### src/rtl/fifo_mac_pkg.sv
// fifo_mac_pkg
// Shared definitions for the fifo_mac multiply-accumulate block:
//   t_mac_state : batch FSM state encoding
//   MAC_W/OP_W  : accumulator and operand widths
//   ACC_MAX/MIN : signed saturation limits of the accumulator
//   add_ovf     : signed-add overflow detector
package fifo_mac_pkg;

  localparam int MAC_W = 64;
  localparam int OP_W  = 32;

  typedef enum logic [1:0] {
    ST_IDLE  = 2'd0,
    ST_ACCUM = 2'd1,
    ST_DRAIN = 2'd2,
    ST_DONE  = 2'd3
  } t_mac_state;

  localparam logic [MAC_W-1:0] ACC_MAX = 64'h7FFF_FFFF_FFFF_FFFF;
  localparam logic [MAC_W-1:0] ACC_MIN = 64'h8000_0000_0000_0000;

  // Overflow of a + b: both addends share a sign and the sum's sign differs.
  function automatic logic add_ovf(input logic [MAC_W-1:0] a,
                                   input logic [MAC_W-1:0] b,
                                   input logic [MAC_W-1:0] sum);
    return (a[MAC_W-1] == b[MAC_W-1]) && (sum[MAC_W-1] != a[MAC_W-1]);
  endfunction

endpackage

### src/rtl/mac_mult_stage.sv
// mac_mult_stage
// Signed 32x32 -> 64 multiplier with a registered product and product-valid flag.
// Ports:
//   clk, rst_n : clock, asynchronous active-low reset
//   clr        : synchronous clear of product and valid flag (wins over load)
//   load       : an operand pair was accepted this cycle
//   op_a, op_b : signed operands
//   prod       : registered exact product
//   prod_vld   : prod holds a product not yet accumulated
module mac_mult_stage
  import fifo_mac_pkg::*;
(
  input  logic             clk,
  input  logic             rst_n,
  input  logic             clr,
  input  logic             load,
  input  logic [OP_W-1:0]  op_a,
  input  logic [OP_W-1:0]  op_b,
  output logic [MAC_W-1:0] prod,
  output logic             prod_vld
);

  logic signed [MAC_W-1:0] mult_s;
  logic        [MAC_W-1:0] prod_r;
  logic                    prod_vld_r;

  // Exact signed product; operands are sign-extended to the 64-bit context.
  always_comb begin
    mult_s = $signed(op_a) * $signed(op_b);
  end

  // Product register: loads on an accepted beat, valid flag lasts one cycle.
  always_ff @(posedge clk or negedge rst_n) begin
    if (!rst_n) begin
      prod_r     <= 64'd0;
      prod_vld_r <= 1'b0;
    end else if (clr) begin
      prod_r     <= 64'd0;
      prod_vld_r <= 1'b0;
    end else if (load) begin
      prod_r     <= mult_s;
      prod_vld_r <= 1'b1;
    end else begin
      prod_vld_r <= 1'b0;
    end
  end

  assign prod     = prod_r;
  assign prod_vld = prod_vld_r;

endmodule

### src/rtl/fifo_mac.sv
// fifo_mac
// Consumes 64-bit words from the MMIO write FIFO, multiplies the two signed
// 32-bit halves and accumulates DEPTH products per batch.
// Optional feature: define FIFO_MAC_SAT_EN to saturate acc on overflow
// (otherwise acc wraps modulo 2^64). ovf is sticky in both builds.
// Ports:
//   clk, rst_n : clock, asynchronous active-low reset
//   start      : pulse, begins a batch from IDLE or DONE
//   clr        : synchronous abort to IDLE, wins over start
//   in_valid   : in_data valid
//   in_data    : {A[63:32], B[31:0]} signed operands
//   in_ready   : high only in ACCUM
//   acc        : signed accumulator
//   beat_cnt   : beats accepted in the current batch
//   busy       : ACCUM or DRAIN
//   done       : batch complete, acc final
//   ovf        : sticky signed-overflow flag
module fifo_mac
  import fifo_mac_pkg::*;
#(
  parameter int DEPTH = 8
) (
  input  logic        clk,
  input  logic        rst_n,
  input  logic        start,
  input  logic        clr,
  input  logic        in_valid,
  input  logic [63:0] in_data,
  output logic        in_ready,
  output logic [63:0] acc,
  output logic [7:0]  beat_cnt,
  output logic        busy,
  output logic        done,
  output logic        ovf
);

  localparam logic [7:0] LAST_CNT = 8'(DEPTH - 1);

  t_mac_state       state_r;
  t_mac_state       state_nxt_s;
  logic [MAC_W-1:0] acc_r;
  logic [7:0]       beat_cnt_r;
  logic             ovf_r;

  logic             accept_s;
  logic             start_go_s;
  logic             mult_clr_s;
  logic [MAC_W-1:0] prod_s;
  logic             prod_vld_s;
  logic [MAC_W-1:0] sum_s;
  logic             add_ovf_s;
  logic [MAC_W-1:0] acc_upd_s;

  // Beat acceptance and batch start qualification; clr suppresses both.
  always_comb begin
    accept_s   = in_valid && (state_r == ST_ACCUM) && !clr;
    start_go_s = start && !clr && ((state_r == ST_IDLE) || (state_r == ST_DONE));
    mult_clr_s = clr || start_go_s;
  end

  mac_mult_stage u_mult (
    .clk      (clk),
    .rst_n    (rst_n),
    .clr      (mult_clr_s),
    .load     (accept_s),
    .op_a     (in_data[63:32]),
    .op_b     (in_data[31:0]),
    .prod     (prod_s),
    .prod_vld (prod_vld_s)
  );

  // Next-state logic for the batch FSM.
  always_comb begin
    state_nxt_s = state_r;
    if (clr) begin
      state_nxt_s = ST_IDLE;
    end else begin
      case (state_r)
        ST_IDLE, ST_DONE: begin
          if (start) state_nxt_s = ST_ACCUM;
          else       state_nxt_s = state_r;
        end
        ST_ACCUM: begin
          if (accept_s && (beat_cnt_r == LAST_CNT)) state_nxt_s = ST_DRAIN;
          else                                      state_nxt_s = ST_ACCUM;
        end
        ST_DRAIN: state_nxt_s = ST_DONE;
        default:  state_nxt_s = ST_IDLE;
      endcase
    end
  end

  // State register.
  always_ff @(posedge clk or negedge rst_n) begin
    if (!rst_n) state_r <= ST_IDLE;
    else        state_r <= state_nxt_s;
  end

  // Accumulator update value including overflow handling.
  always_comb begin
    sum_s     = acc_r + prod_s;
    add_ovf_s = add_ovf(acc_r, prod_s, sum_s);
`ifdef FIFO_MAC_SAT_EN
    if (add_ovf_s) begin
      // Both addends share a sign; a negative product means negative overflow.
      if (prod_s[MAC_W-1]) acc_upd_s = ACC_MIN;
      else                 acc_upd_s = ACC_MAX;
    end else begin
      acc_upd_s = sum_s;
    end
`else
    acc_upd_s = sum_s;
`endif
  end

  // Accumulator, beat counter and sticky overflow flag.
  always_ff @(posedge clk or negedge rst_n) begin
    if (!rst_n) begin
      acc_r      <= 64'd0;
      beat_cnt_r <= 8'd0;
      ovf_r      <= 1'b0;
    end else if (clr || start_go_s) begin
      acc_r      <= 64'd0;
      beat_cnt_r <= 8'd0;
      ovf_r      <= 1'b0;
    end else begin
      if (accept_s) beat_cnt_r <= beat_cnt_r + 8'd1;
      if (prod_vld_s) begin
        acc_r <= acc_upd_s;
        if (add_ovf_s) ovf_r <= 1'b1;
      end
    end
  end

  assign acc      = acc_r;
  assign beat_cnt = beat_cnt_r;
  assign ovf      = ovf_r;
  assign in_ready = (state_r == ST_ACCUM);
  assign busy     = (state_r == ST_ACCUM) || (state_r == ST_DRAIN);
  assign done     = (state_r == ST_DONE);

endmodule

### config.mk
export PLATFORM = sky130hd
export DESIGN_NAME = fifo_mac
export DESIGN_NICKNAME = d
export VERILOG_FILES = /design/src/rtl/fifo_mac_pkg.sv /design/src/rtl/mac_mult_stage.sv /design/src/rtl/fifo_mac.sv
export SDC_FILE = /design/constraint.sdc
export NUM_CORES = 2
export LEC_CHECK = 0
export CORE_MARGIN = 8
export CORE_UTILIZATION = 25
export CTS_BUF_LIST = sky130_fd_sc_hd__clkbuf_8
export CTS_CLUSTER_SIZE = 25
export DETAILED_ROUTE_END_ITERATION = 10
export DONT_BUFFER_PORTS = 1
export SLEW_MARGIN = 20
export SYNTH_ARGS = -nofsm -noshare
export SYNTH_HDL_FRONTEND = slang
export SYNTH_SLANG_ARGS = --single-unit
### constraint.sdc
create_clock -name clk -period 3.2 [get_ports clk]
set_input_delay 0.64 -clock clk [delete_from_list [all_inputs] [get_ports clk]]
set_output_delay 0.64 -clock clk [all_outputs]
set_load 0.02 [all_outputs]
After elaboration in Yosys (flattened, before gate mapping). Cells that the tools add are included.

Output and inout bits: 76. Flip-flop bits (word level): 140. Input port bits: 69.

Reductions and logical operators: 16. Equal/unequal tests: 7. Mux-type cells: 15. $add $sub $neg: 2. $mul: 1.

Operators with widths (number): $mux 64 (4); $add 64x64->64 (1); $mul 32x32->64 (1); $mux 8 (2); $add 8x1->8 const B (1); $eq 8x3->1 const B (1); $logic_and 1x1->1 (6); $mux 2 (3); $pmux 2 s3 (1); $reduce_bool 2->1 (3); $mux 1 (5); $eq 2x2->1 const B (2); $logic_or 1x1->1 (3); $ne 3x3->1 const B (1); $eq 2x1->1 const B (1); $logic_not 2->1 (1); $reduce_and 2->1 (1); $reduce_or 2->1 (1); $eq 1x1->1 (1); $logic_not 1->1 (1); $ne 1x1->1 (1).

Depth between registers and ports, before layout.
Depth after elaboration: 7. Gate-level depth with buffers: 29.

By module. Synthesis repeated with hierarchy kept, for this count alone.

Cells, all modules: 4930. Area, all modules: 45745.1 sq um.

Modules (own cells, without submodules): mac_mult_stage (area each 38953.6 sq um, cells an instance 4118, instances 1, seq. area each 1626.6 sq um); fifo_mac (area each 6791.5 sq um, cells an instance 812, instances 1, seq. area each 1876.8 sq um).

Least setup slack after synthesis. OpenSTA, ideal clock, no wires.

Path type: input -> register. Start point: input in_data[63]. End point: register u_mult.prod_r[61] (netlist: u_mult.prod[61]). Slack: -4820 ps. Stages: 26. Arrival time: 7899 ps. Data required time: 3079 ps. Cell sequence: clkbuf_1 -> nand2_1 -> inv_1 -> fa_1 -> inv_1 -> fa_1 -> inv_1 -> fa_1 -> fa_1 -> inv_1 -> fa_1 -> inv_1 -> fa_1 -> inv_1 -> fa_1 -> inv_1 -> fa_1 -> ha_1 -> clkbuf_1 -> nand2_1 -> or4_1 -> o21ai_1 -> a31oi_1 -> o21ai_0 -> xor2_1 -> a22o_1.

Word-level cells in the longest chain between the ends: 3.

RTL lines: start, declared (RTL line fifo_mac.sv:28) `input logic [63:0] in_data,`; $mul 32x32->64 (RTL line mac_mult_stage.sv:29) `mult_s = $signed(op_a) * $signed(op_b);`; $mux 64 (RTL line mac_mult_stage.sv:40) `end else if (load) begin`; $mux 64 (RTL line mac_mult_stage.sv:37) `end else if (clr) begin`; end signal, assigned (RTL line mac_mult_stage.sv:41) `prod_r <= mult_s;`; end, declared (RTL line mac_mult_stage.sv:24) `logic [MAC_W-1:0] prod_r;`.

Every way passes these cells. The select of a mux whose other input is x is not followed. A chain may end at the register's enable or synchronous reset.

Worst setup path in the final report.
Start point: input in_data[3]. End point: register u_mult.prod_r[54] (netlist: u_mult.prod[54]).

Same word-level chain as after synthesis.

==> impl_metrics.toml <==
[critical_path]
path_depth = 25
crit_path_start_kind = "primary input"
critPathBufInv = 8
required_ns = 3.64
reg2regPathDepth = 11
slowest_stage = "fa_2"
worst-r2r-setup-slack_ns = 0.09
critPathMaxFanout = 32
r2r_start = "acc[33]$_DFFE_PN0P_"
worst-setup-path-type = "in -> reg"
cp_top_family = "adder cells"
rr_endpoint = "acc[46]$_DFFE_PN0P_"
end_kind = "flip-flop"
arrival_ns = 7.38
max_stage_delay_ns = 0.57

[global_route]
grt_pass1_vias = 37919
gr-usage-all-layers_pct = 14.7
grt_start_max_net_pins = 141
grt_first_pass_wirelength_mm = 221
grt_overflow = 0
grt_antenna_before_repair = 1

[floorplan]
die_height_um = 440
io_pins = 145
fp-row-count = 155
start_util_pct = 25.2
die_area_um2 = 194000
core_area_um2 = 179000
die_width_um = 440

[run_status]
status = "finished, violations left"
violations = "hold timing, setup timing"

[synth]
ys_seq_area_share_pct = 7.79
async_flop_share_pct = 100
synth_edf_count = 0
synthesis.area_um2 = 45000
synth-main-ff-cell = "dfrtp_1"
syn-instance-count = 4869
ys.warnings.count = 0
ys_ff_latch = 140
synth.net_count = 6272
syn_area_per_cell_um2 = 9.24
synth_cell_types = 73

[detailed_routing]
drtIter0Drc = 1832
detail-route-antenna-nets = 0
totalWireLength_mm = 143
wl_per_cell_um = 19.1
firstDrtPassIters = 6
drc = 0
via_per_inst = 4.61
num_vias = 34553

[clock_tree]
clk_pin_slew_ns = 0.10
clk_path_buf_depth = 2
clk_latency_ns = 0.55
cts-root-buf = "clkbuf_8"
cts_sinks = 140
htreeDepth = 4
cts_tree = "done"
cts_buffers = 17

[layout]
final_cell_mix = "fa_1 (1028), inv_1 (938), nand2_1 (617)"
drive_above_1_share_pct = 18.4
nets = 6521
area_growth_pct = 19.8
stdcell_count = 7490
utilization_pct = 30.2
final_common_cell = "fa_1"

[sta]
max_freq_mhz = 144
fin_crit_ns = 6.94
worst_slack_ns = -3.74
finalMaxSlewViolations = 0
post-route-period-util_pct = 217
setup_tns_ns = -174.76
hold_ws_ns = -0.215
max_slew.worst_pin.slew_ns = 0.640
setup_viol = 58
rsz0062_at_grt = "yes"
skew_ns = 0.0200
slew_headroom_pct = 57.3
finalHoldViolations = 140

[place]
pre_cts_ws_ns = -4.63
dp_hpwl_mm = 112
gp_congestion = 0.872
dp.cells = 7401
port_buffers = 0

[worst_hold_path]
hold_class = "in -> async"

[job]
drv.max_cap_violation_count = 0
[metrics by stage]
| stage | area (um^2) | hold WS, ns |
|---|---|---|
| after floorplan | 46500 | 0.344 |
| after global placement | 51300 | 0.364 |
| after detailed placement | 51300 | 0.365 |
| after CTS | 53000 | -0.274 |
| after global routing | 53900 | -0.277 |
| final | 53900 | -0.215 |
[logic make-up after synthesis]
kind of cell	count (synthesis)	share of synthesized area, %
AO/OA/AOI/OAI	519	7.26
AND/OR/NAND/NOR	1480	16.1
adder cells (fa/ha/maj)	1334	55.2
buffers and inverters	1229	10.3
XOR/XNOR	128	2.49
flip-flops	140	7.79
multiplexers	39	0.868
[flip-flops by register name, indices dropped and copies added (netlist names)]
signal           flops
ovf                  1
state_r              2
acc                 64
u_mult.prod         64
u_mult.prod_vld      1
beat_cnt             8
[how the worst max path moves through the flow]
| stage | end | slack [ns] | start |
|---|---|---|---|
| finish | u_mult.prod[54]$_DFFE_PN0P_ | -3.74 | in_data[3] |
| floorplan | u_mult.prod[63]$_DFFE_PN0P_ | -4.43 | in_data[7] |
| global route | u_mult.prod[54]$_DFFE_PN0P_ | -3.85 | in_data[3] |
| global placement | u_mult.prod[61]$_DFFE_PN0P_ | -4.60 | in_data[8] |
| CTS | u_mult.prod[61]$_DFFE_PN0P_ | -3.67 | in_data[4] |
| detailed placement | u_mult.prod[63]$_DFFE_PN0P_ | -4.63 | in_data[8] |
[repair_timing]
item                                   4_1_cts  5_1_grt
setup buffers                               34       34
endpoints found under the hold margin      140      140
pin swaps                                  165      150
gates resized for setup                    238      149
setup endpoints to repair                   68       80
[layer usage]
metal / up-vias / track usage (%) / part of all wire (%) / wire, um
li1: 15135 / - / - / -
met1: 18125 / 16.6 / 37 / 53000
met2: 967 / 27.3 / 54 / 76500
met3: 326 / 2.16 / 4.6 / 6580
met4: 0 / 6.44 / 4.7 / 6730
met5: - / 0 / 0 / 0
[synthesized netlist by cell type (10+ instances only)]
| cell | n | area, um^2 |
|---|---|---|
| fa_1 | 1083 | 21700 |
| inv_1 | 966 | 3630 |
| nand2_1 | 644 | 2420 |
| and2_1 | 516 | 3230 |
| ha_1 | 251 | 3140 |
| clkbuf_1 | 243 | 912 |
| nor2_1 | 152 | 571 |
| o21ai_0 | 147 | 736 |
| dfrtp_1 | 140 | 3500 |
| a21oi_1 | 135 | 676 |
| xnor2_1 | 67 | 587 |
| xor2_1 | 61 | 534 |
| a21o_1 | 45 | 338 |
| mux2i_1 | 39 | 390 |
| nand3_1 | 36 | 180 |
| a211oi_1 | 29 | 218 |
| a31oi_1 | 26 | 163 |
| nand4_1 | 25 | 156 |
| o21bai_1 | 23 | 173 |
| and3_1 | 22 | 138 |
| nand2b_1 | 21 | 131 |
| o211ai_1 | 18 | 135 |
| nor3_1 | 17 | 85.1 |
| nor2b_1 | 14 | 87.6 |
| o21a_1 | 12 | 90.1 |
| o31ai_1 | 12 | 90.1 |
| or3_1 | 10 | 62.6 |
[final cells by class]
type	instances	area [um^2]
timing repair buffer	492	3970
sequential	140	3510
inverter	967	3630
clock inverter	14	191
tap	2355	2950
fill	18555	125000
antenna	4	10.0
clock buffer	18	248
multi-input combinational	3500	39400
Power is left out: the tool's default activity adds up to more than one toggle a clock period on the data nets, which glitch-free logic cannot reach.
